$ cat src/rtl/cnn_fb_loader_pkg.sv
// Shared parameters and types for the CNN filter-buffer loader slice.
// Holds the layer-wide widths (channel index, memory address/data),
// the kernel tap count, the burst limit, the loader state encoding and
// a burst-length clipping helper shared with other burst engines.
package cnn_fb_loader_pkg;

  localparam int W_CHANNEL = 5;   // tiled channel count / index width
  localparam int W_ADDR    = 32;  // external memory byte-address width
  localparam int W_DATA    = 32;  // memory / filter-buffer word width
  localparam int KTAPS     = 9;   // words per input-channel tile (3x3)
  localparam int MAX_BURST = 16;  // maximum beats per read request
  localparam int W_FB_ADDR = 9;   // filter-buffer address width
  localparam int W_LEN     = 5;   // burst length field, holds 1..MAX_BURST

  typedef enum logic [1:0] {
    S_IDLE = 2'd0,
    S_REQ  = 2'd1,
    S_RECV = 2'd2,
    S_DONE = 2'd3
  } fb_state_e;

  // Beats for the next burst: whatever is left, capped at the burst limit.
  function automatic logic [W_LEN-1:0] clip_len(input logic [31:0] remaining,
                                               input logic [31:0] max_burst);
    if (remaining > max_burst) return W_LEN'(max_burst);
    else                       return W_LEN'(remaining);
  endfunction

endpackage

$ cat src/rtl/cnn_burst_splitter.sv
// Splits a linear read of `total` words starting at `start_addr` into
// bounded bursts. Presents the current (addr, len) request, counts down
// the beats of the accepted burst, and advances to the next burst after
// its last beat.
//   start      : load start_addr/total (one cycle)
//   ack        : current request accepted; arms the beat countdown
//   beat       : one data word consumed
//   addr/len   : current burst request
//   burst_last : the next beat closes the current burst
//   final_word : the next beat is the last word of the whole transfer
module cnn_burst_splitter
  import cnn_fb_loader_pkg::*;
#(
  parameter int ADDR_W     = 32,
  parameter int CNT_W      = 9,
  parameter int MAX_LEN    = 16,
  parameter int WORD_BYTES = 4
) (
  input  logic              clk,
  input  logic              rstn,
  input  logic              start,
  input  logic [ADDR_W-1:0] start_addr,
  input  logic [CNT_W-1:0]  total,
  input  logic              ack,
  input  logic              beat,
  output logic [ADDR_W-1:0] addr,
  output logic [W_LEN-1:0]  len,
  output logic              burst_last,
  output logic              final_word
);

  logic [CNT_W-1:0] remaining;
  logic [W_LEN-1:0] beats_left;
  logic [CNT_W-1:0] remaining_dec;

  assign remaining_dec = remaining - CNT_W'(1);
  assign burst_last    = (beats_left == W_LEN'(1));
  assign final_word    = (remaining == CNT_W'(1));

  // NOTE: every register here is updated with <= so all of them sample the
  // pre-edge values; a blocking = would let later statements see new values.
  always_ff @(posedge clk or negedge rstn) begin
    if (!rstn) begin
      addr       <= '0;
      len        <= '0;
      remaining  <= '0;
      beats_left <= '0;
    end else if (start) begin
      addr       <= start_addr;
      remaining  <= total;
      len        <= clip_len(32'(total), 32'(MAX_LEN));
      beats_left <= '0;
    end else if (ack) begin
      beats_left <= len;
    end else if (beat) begin
      remaining  <= remaining_dec;
      beats_left <= beats_left - W_LEN'(1);
      if (burst_last) begin
        // Next burst starts right after the one just drained.
        addr <= addr + ADDR_W'(len) * ADDR_W'(WORD_BYTES);
        len  <= clip_len(32'(remaining_dec), 32'(MAX_LEN));
      end
    end
  end

endmodule

$ cat src/rtl/cnn_fb_loader.sv
// Filter-buffer loader. On fb_load_req it fetches the 3x3 weight tile of
// the requested output-channel tile (q_channel*KTAPS words) from external
// memory in bursts of at most MAX_BURST beats, writes every beat into the
// filter buffer in the cycle it arrives, then raises o_bm_csync_done for
// the layer controller.
//   q_base_addr/q_channel/q_chn_out : layer weight base, channel counts
//   fb_load_req, ctrl_csync_run     : controller handshake
//   o_bm_csync_done, o_busy         : status back to the controller
//   o_err_overlap                   : sticky, request seen while not idle
//   o_rd_req/addr/len, i_rd_ack     : memory read-request channel
//   i_rd_valid/data, o_rd_ready     : memory read-data channel
//   o_fb_we/waddr/wdata             : filter-buffer write port
module cnn_fb_loader
  import cnn_fb_loader_pkg::*;
(
  input  logic                 clk,
  input  logic                 rstn,
  input  logic [W_ADDR-1:0]    q_base_addr,
  input  logic [W_CHANNEL-1:0] q_channel,
  input  logic [W_CHANNEL-1:0] q_chn_out,
  input  logic                 fb_load_req,
  input  logic                 ctrl_csync_run,
  output logic                 o_bm_csync_done,
  output logic                 o_busy,
  output logic                 o_err_overlap,
  output logic                 o_rd_req,
  output logic [W_ADDR-1:0]    o_rd_addr,
  output logic [W_LEN-1:0]     o_rd_len,
  input  logic                 i_rd_ack,
  input  logic                 i_rd_valid,
  input  logic [W_DATA-1:0]    i_rd_data,
  output logic                 o_rd_ready,
  output logic                 o_fb_we,
  output logic [W_FB_ADDR-1:0] o_fb_waddr,
  output logic [W_DATA-1:0]    o_fb_wdata
);

  localparam int W_TOTAL = W_CHANNEL + 4;
  // The write counter is one bit wider than the buffer address whenever a
  // tile could overrun it, so overflowing writes can be recognised.
  localparam int W_WCNT  = (W_TOTAL > W_FB_ADDR) ? W_TOTAL : W_FB_ADDR + 1;
  localparam int BYTES   = W_DATA / 8;

  fb_state_e          state;
  logic [W_TOTAL-1:0] total;
  logic [W_ADDR-1:0]  start_addr;
  logic [W_WCNT-1:0]  waddr;
  logic               start;
  logic               ack;
  logic               beat;
  logic               in_range;
  logic               burst_last;
  logic               final_word;

  // Tile geometry: each output-channel tile owns q_channel*KTAPS words.
  assign total      = W_TOTAL'(q_channel) * W_TOTAL'(KTAPS);
  assign start_addr = q_base_addr
                    + W_ADDR'(q_chn_out) * W_ADDR'(total) * W_ADDR'(BYTES);

  assign start = (state == S_IDLE) && fb_load_req;
  assign ack   = (state == S_REQ) && i_rd_ack;
  // o_rd_ready is only high in RECV, so stray beats elsewhere fall away.
  assign beat  = i_rd_valid && o_rd_ready;

  // Beats past the end of the buffer are consumed but never written.
  assign in_range   = ((waddr >> W_FB_ADDR) == '0);
  assign o_fb_we    = beat && in_range;
  assign o_fb_waddr = waddr[W_FB_ADDR-1:0];
  assign o_fb_wdata = o_fb_we ? i_rd_data : '0;

  cnn_burst_splitter #(
    .ADDR_W     (W_ADDR),
    .CNT_W      (W_TOTAL),
    .MAX_LEN    (MAX_BURST),
    .WORD_BYTES (BYTES)
  ) u_splitter (
    .clk        (clk),
    .rstn       (rstn),
    .start      (start),
    .start_addr (start_addr),
    .total      (total),
    .ack        (ack),
    .beat       (beat),
    .addr       (o_rd_addr),
    .len        (o_rd_len),
    .burst_last (burst_last),
    .final_word (final_word)
  );

  always_ff @(posedge clk or negedge rstn) begin
    if (!rstn) begin
      state           <= S_IDLE;
      waddr           <= '0;
      o_busy          <= 1'b0;
      o_rd_req        <= 1'b0;
      o_rd_ready      <= 1'b0;
      o_bm_csync_done <= 1'b0;
      o_err_overlap   <= 1'b0;
    end else begin
      if (fb_load_req && (state != S_IDLE)) o_err_overlap <= 1'b1;

      unique case (state)
        S_IDLE: begin
          if (fb_load_req) begin
            waddr <= '0;
            if (total == '0) begin
              state <= S_DONE;
            end else begin
              state    <= S_REQ;
              o_busy   <= 1'b1;
              o_rd_req <= 1'b1;
            end
          end
        end

        S_REQ: begin
          if (i_rd_ack) begin
            state      <= S_RECV;
            o_rd_req   <= 1'b0;
            o_rd_ready <= 1'b1;
          end
        end

        S_RECV: begin
          if (beat) begin
            waddr <= waddr + W_WCNT'(1);
            if (burst_last) begin
              o_rd_ready <= 1'b0;
              if (final_word) begin
                state  <= S_DONE;
                o_busy <= 1'b0;
              end else begin
                state    <= S_REQ;
                o_rd_req <= 1'b1;
              end
            end
          end
        end

        S_DONE: begin
          // First DONE cycle raises done; it then holds until the controller
          // leaves channel sync, giving a one-cycle pulse if it already has.
          if (!o_bm_csync_done) begin
            o_bm_csync_done <= 1'b1;
          end else if (!ctrl_csync_run) begin
            o_bm_csync_done <= 1'b0;
            state           <= S_IDLE;
          end
        end

        default: state <= S_IDLE;
      endcase
    end
  end

endmodule

$ cat config.mk
export PLATFORM = sky130hd
export DESIGN_NAME = cnn_fb_loader
export DESIGN_NICKNAME = d
export VERILOG_FILES = /design/src/rtl/cnn_fb_loader_pkg.sv /design/src/rtl/cnn_burst_splitter.sv /design/src/rtl/cnn_fb_loader.sv
export SDC_FILE = /design/constraint.sdc
export NUM_CORES = 1
export LEC_CHECK = 0
export ABC_AREA = 1
export BUFFER_PORTS_ARGS = -buffer_cell sky130_fd_sc_hd__buf_2
export CAP_MARGIN = 20
export CORE_ASPECT_RATIO = 0.75
export CORE_MARGIN = 1.5
export CORE_UTILIZATION = 50
export CTS_CLUSTER_DIAMETER = 80
export DETAILED_ROUTE_END_ITERATION = 7
export GPL_TIMING_DRIVEN = 0
export PLACE_DENSITY = 0.77
export SYNTH_ARGS = -nofsm -noshare
export SYNTH_HDL_FRONTEND = slang
export SYNTH_SLANG_ARGS = --single-unit
$ cat constraint.sdc
create_clock -name clk -period 1.83 [get_ports clk]
set_input_delay 0 -clock clk [delete_from_list [all_inputs] [get_ports clk]]
set_output_delay 0 -clock clk [all_outputs]
set_load 0.02 [all_outputs]
==> results of run 1 <==
-- per-stage QoR --
stage / area [µm²] / util [%]
6_report: 11170 / 72.65
5_1_grt: 11170 / 72.65
4_1_cts: 10460 / 68.02
3_5_place_dp: 9363 / 60.91
3_3_place_gp: 9360 / 60.90
2_1_floorplan: 8308 / -
-- timing repair --
action / in CTS / in global routing
gates resized for setup: 101 / 136
endpoints found under the setup margin: 67 / 70
hold buffers: 6 / 0
endpoints found under the hold margin: 73 / 0
setup buffers: 25 / 26
pin swaps: 64 / 84
-- cell usage in the layout (no fill, tap or decap), types with 5 or more instances in the layout --
cell	count
buf_2	164
nand4_1	19
o22ai_1	6
dfrtp_1	67
nand2_1	294
fa_1	22
nand3b_1	7
nand2_2	41
a21oi_1	37
nor2_2	19
nand2_4	16
clkbuf_16	10
nand3_1	71
inv_1	211
nor3_1	15
a31oi_1	9
a21oi_4	6
xor2_1	10
dlygate4sd3_1	6
nor2_1	132
ha_1	25
buf_6	16
o21ai_1	13
o21ai_2	9
o21ai_0	32
buf_4	51
ha_4	26
xor2_2	7
nand3_4	5
nor2_4	13
a21oi_2	17
nand3_2	29
xnor2_1	7
inv_2	27
-- where the power goes --
part	internal [mW]	total [mW]	switching (mW)
sequential	2.13	2.92	0.796
combinational	5.54	14.2	8.68
clock	1.33	2.02	0.682
-- kinds of logic (layout without fill, tap and decap cells) --
group,Yosys count,after routing,share of synthesized area (%)
adders and majority gates,76,76,14.28
DFF,68,68,21.48
buffers and inverters,276,506,14.10
xor gates and xnor gates,32,32,3.632
and+or+nand+nor,679,679,36.59
AOI/OAI and AO/OA,143,143,9.918
-- registers in the layout, summed over array words and instances, names as in the netlist --
register / cells
u_splitter.addr: 32
waddr: 10
u_splitter.remaining: 9
u_splitter.beats_left: 5
u_splitter.len: 5
state: 2
o_bm_csync_done: 1
o_busy: 1
o_err_overlap: 1
o_rd_ready: 1
o_rd_req: 1
-- metal layers --
| layer | up-vias | wire length, µm |
|---|---|---|
| li1 | 4427 | - |
| met1 | 4251 | 11610 |
| met2 | 483 | 11980 |
| met3 | 95 | 2351 |
| met4 | 0 | 908 |
| met5 | - | 0 |
-- worst min-delay path: cells and delay by family --
kind / cells / cell delay (ns)
AOI/OAI and AO/OA: 1 / 0.06
buffers and inverters: 1 / 0.10
and+or+nand+nor: 2 / 0.13
-- worst max path at each step --
stage / end / startpoint / slack [ns]
final: u_splitter.addr[20]$_DFFE_PN0P_ / q_channel[1] / -3.19
after global routing: u_splitter.addr[21]$_DFFE_PN0P_ / q_channel[1] / -3.43
after CTS: u_splitter.addr[29]$_DFFE_PN0P_ / q_channel[1] / -3.05
after detailed placement: u_splitter.addr[29]$_DFFE_PN0P_ / q_channel[1] / -3.78
after global placement: u_splitter.addr[29]$_DFFE_PN0P_ / q_channel[1] / -3.78
after floorplan: u_splitter.addr[21]$_DFFE_PN0P_ / q_channel[1] / -2.96
-- area by class of cell --
type | instances | area [µm²] | area share, %
Multi-Input combinational cell | 930 | 6370 | 57.04
Tap cell | 205 | 256.5 | 2.297
Inverter | 240 | 905.9 | 8.112
Buffer | 36 | 274.0 | 2.454
Timing Repair Buffer | 214 | 1316 | 11.79
Clock buffer | 10 | 229.0 | 2.050
Sequential cell | 68 | 1703 | 15.25
Clock inverter | 6 | 112.6 | 1.008
==> flow_summary.ini, run 1 <==
[finish]
finalNonFillerCells = 1709
fin_nets = 1655
drive_gt1_share_pct = 32.98
area_growth_syn_to_layout_pct = 40.95
num_antenna_cells = 0
fillers = 1220

[placed_design]
dp_hpwl_um = 19000
globalplace.congestion = 0.9519
dp_cells = 1638
io_buffers = 159
dp_slack_ns = -3.783

[worst_setup_path]
slowest_stage = fa_1
cp.depth = 32
crit_fanout = 5
worst-path-buf-inv = 7
crit_path_start_kind = primary input
cp_top_family = adder cells
cp.arrival_ns = 5.25
worstSetupEndpointType = register
crit_required_ns = 2.05
r2r_cells = 13
rrSetupSlack_ns = -0.53
worst_path_most_repeated_cell = nand2_2
r2r_start = u_splitter.len[0]$_DFFE_PN0P_
critPathKind = in -> reg
reg2reg_to = u_splitter.addr[18]$_DFFE_PN0P_
slowest_delay_ns = 0.51

[floorplan]
die_w_um = 148.4
die-area_um2 = 16620
initial_core_util_pct = 51.54
rows = 39
ios = 164
core_area_um2 = 15370
die_y_um = 112.0

[synthesis]
yosys.area.top_type = dfrtp_1
yosysMostFrequentCell = nand2_1
yosysSeqAreaShare_pct = 21.48
synth_area_per_cell_um2 = 6.219
ys_seq_elements = 68
synth_area_um2 = 7923
synth_fp_nets = 1430
synthCells = 1274
ys.flop_type = dfrtp_1
ys_warn_count = 0
synth.top_cell.area_share_pct = 21.48
synth_edf_count = 0
synth.distinct_cells = 42
synth_area_leaders = dfrtp_1 (21%), nand2_1 (16%), inv_1 (11%), ha_1 (8.2%), nor2_1 (7.2%)
synth-async-reset-ratio_pct = 100.0
netlist_top_cells_count = nand2_1 (347), inv_1 (235), nor2_1 (151)

[sta]
hold_violations = 1
period_needed_ns = 5.023
worst_clock_skew_ns = 0.01073
timing.hold.ws_ns = -0.002089
tns_ns = -75.94
maxSlewViolCount = 0
worst_slack_ns = -3.193
setup_viol = 30
worst_pin_slew_ns = 0.8996
period_share_pct = 274.5
max_freq_mhz = 199.1
slew_headroom_pct = 40.03
grt_setup_unrepaired = true

[global_routing]
grt_start_max_net_pins = 69
grt_pass1_vias = 8230
use_met3_pct = 4.512
grt_pass1_wl_um = 40470
grt_antenna_before_repair = 0
overflow = 0
groute.usage.overall_pct = 30.23
grt-busiest-layer = met2
use_met1_pct = 44.46
use_met2_pct = 46.92

[clock_tree]
cts_max_level = 3
clkTransAtPathRegs_ns = 0.06
clock_tree.root_cell = clkbuf_16
clock_path_buffers = 2
cts_buffers = 9
cts_tree = built
clock_sinks = 68
insertion_delay_ns = 0.34

[hold_path]
hp-start = q_base_addr[26]
min_path_type = in -> reg
hold_depth = 4
hold_end = u_splitter.addr[26]$_DFFE_PN0P_

[power]
total_power_mw = 19.16
ir_drop_uv = 1017
p_leak_nw = 5.862
powerDensity_nw_per_um2 = 1715

[routing]
avgViaCountPerCell = 5.416
drc = 0
vias = 9256
firstDrtPassIters = 6
totalWireLength_um = 26860
drt_iter0_drc = 943
wire_per_inst_um = 15.71
drtAntennaViolNets = 0

[outcome]
outcome = finished with violations
violations = negative hold slack, negative setup slack

[run]
maxCapViolCount = 0
No activity file was read; power rests on OpenSTA's default activity.
==> inputs of run 2 (changes only) <==
Settings changed: REMOVE_ABC_BUFFERS set to 1.
==> flow_summary.ini, run 2 (synthesized netlist as in run 1, its figures left out) <==
[worst_setup_path]
reg2reg_to = u_splitter.addr[30]$_DFFE_PN0P_
cp.arrival_ns = 5.22
worst_path_most_repeated_cell = nand2_1
r2r_cells = 15
crit_fanout = 5
slowest_delay_ns = 0.58
rrSetupSlack_ns = -0.53
critPathKind = in -> reg
r2r_start = u_splitter.len[0]$_DFFE_PN0P_
slowest_stage = fa_2
cp_top_family = adder cells
crit_path_start_kind = primary input
worstSetupEndpointType = register
worst-path-buf-inv = 6
crit_required_ns = 2.05

[sta]
worst_slack_ns = -3.168
max_freq_mhz = 200.1
maxSlewViolCount = 0
slew_headroom_pct = 40.32
hold_violations = 0
period_share_pct = 273.1
period_needed_ns = 4.998
worst_pin_slew_ns = 0.8952
setup_viol = 32
grt_setup_unrepaired = true
worst_clock_skew_ns = 0.009132

[floorplan]
die_y_um = 112.0
core_area_um2 = 15370
die-area_um2 = 16620
rows = 39
ios = 164
die_w_um = 148.4
initial_core_util_pct = 51.54

[clock_tree]
cts_tree = built
clock_sinks = 68
clock_tree.root_cell = clkbuf_16
clkTransAtPathRegs_ns = 0.06
cts_buffers = 9
cts_max_level = 3
insertion_delay_ns = 0.34
clock_path_buffers = 2

[routing]
routed.top_layer = met4
drt_iter0_drc = 866
dr_wl_met3_um = 2677
wire_per_inst_um = 16.16
drc = 0
wl_met2_um = 12830
avgViaCountPerCell = 5.465
firstDrtPassIters = 6
wl_met1_um = 10870
drtAntennaViolNets = 0
totalWireLength_um = 27190
vias = 9197

[finish]
finalNonFillerCells = 1683
reg.largest.list = u_splitter.addr (32), waddr (10), u_splitter.remaining (9)
largest_register_ffs = 32
fillers = 1233
regMostFlops = u_splitter.addr
num_antenna_cells = 0
fin_nets = 1629
area_growth_syn_to_layout_pct = 35.60
final_cell_mix = nand2_1 (306), inv_1 (213), buf_2 (154), nor2_1 (134), nand3_1 (73)
mostFrequentLayoutCell = nand2_1
drive_gt1_share_pct = 29.84
stdcell_area_um2 = 10740

[global_routing]
groute.usage.overall_pct = 29.83
grt_start_max_net_pins = 69
grt_pass1_vias = 8163
overflow = 0
grt_pass1_wl_um = 39820
grt_antenna_before_repair = 0

[hold_path]
min_path_type = in -> reg
hold_end = u_splitter.addr[30]$_DFFE_PN0P_
hp-start = q_base_addr[30]
hold_depth = 5

[placed_design]
io_buffers = 163
dp_cells = 1606
dp_slack_ns = -4.432
globalplace.congestion = 0.9590
dp_hpwl_um = 17040
dpl_cell_area_um2 = 8781

[power]
powerDensity_nw_per_um2 = 1694
ir_drop_uv = 1613
p_leak_nw = 5.697

[run]
maxCapViolCount = 0

[outcome]
outcome = finished with violations
violations = negative setup slack
==> run 2: timing repair <==
action,in CTS,in global routing
buffers inserted,28,24
pin swaps,83,61
setup endpoints to repair,88,49
cloned,4,1
hold endpoints to repair,71,0
hold buffers,4,0
gates resized for setup,179,99
==> run 2: worst register-to-register path, stage by stage, from the launching register on <==
cell and delay [ns]:
dfrtp_1 0.41, ha_2 0.25, inv_1 0.07, fa_1 0.42, inv_1 0.14, nand3_1 0.09, nand3_1 0.17, nand3_1 0.11
nand2_1 0.18, nand2_1 0.07, nand2_1 0.06, nand3_1 0.06, nand2_1 0.06, inv_1 0.04, nand2_1 0.05, nand2_1 0.05
==> run 2: worst max-delay path by stage <==
stage	depth (start not counted)	start	endpoint
3_3_place_gp	30	q_channel[1]	u_splitter.addr[21]$_DFFE_PN0P_
5_1_grt	31	q_channel[4]	u_splitter.addr[21]$_DFFE_PN0P_
2_1_floorplan	29	q_channel[1]	u_splitter.addr[21]$_DFFE_PN0P_
3_5_place_dp	30	q_channel[1]	u_splitter.addr[21]$_DFFE_PN0P_
4_1_cts	29	q_channel[4]	u_splitter.addr[29]$_DFFE_PN0P_
6_report	31	q_channel[4]	u_splitter.addr[21]$_DFFE_PN0P_
==> run 2: stage by stage <==
stage          power (mW)  util, %  hold WS [ns]  TNS (ns)
2_1_floorplan       9.410        -       -0.2956    -83.97
3_3_place_gp        11.72    57.11        0.1953   -119.79
3_5_place_dp        11.90    57.13        0.1746   -123.10
4_1_cts             15.93    65.75       0.01748    -70.57
5_1_grt             19.34    69.89       0.03836    -79.44
6_report            18.20    69.89       0.01563    -74.18
==> run 2: final cells by class <==
cell class | instances | area, µm² | area share, %
flip-flops and latches | 68 | 1704 | 15.86
repair inverters | 2 | 16.27 | 0.1514
clock inverters | 6 | 63.81 | 0.5940
clock buffers | 10 | 229.0 | 2.131
repair buffers | 219 | 1381 | 12.86
multi-input cells | 933 | 6163 | 57.37
inverters | 240 | 928.4 | 8.642
well taps | 205 | 256.5 | 2.388
==> run 2: routing by layer <==
metal | up-vias | track usage, %
li1 | 4391 | -
met1 | 4208 | 39.29
met2 | 517 | 51.00
met3 | 81 | 5.650
met4 | 0 | 6.799
met5 | - | 0
==> run 2: power by group <==
| part | total (mW) | switching (mW) | internal [mW] |
|---|---|---|---|
| logic | 13.6 | 8.40 | 5.16 |
| registers | 2.90 | 0.770 | 2.13 |
| clock network | 1.74 | 0.690 | 1.06 |
| total | 18.2 | 9.86 | 8.34 |
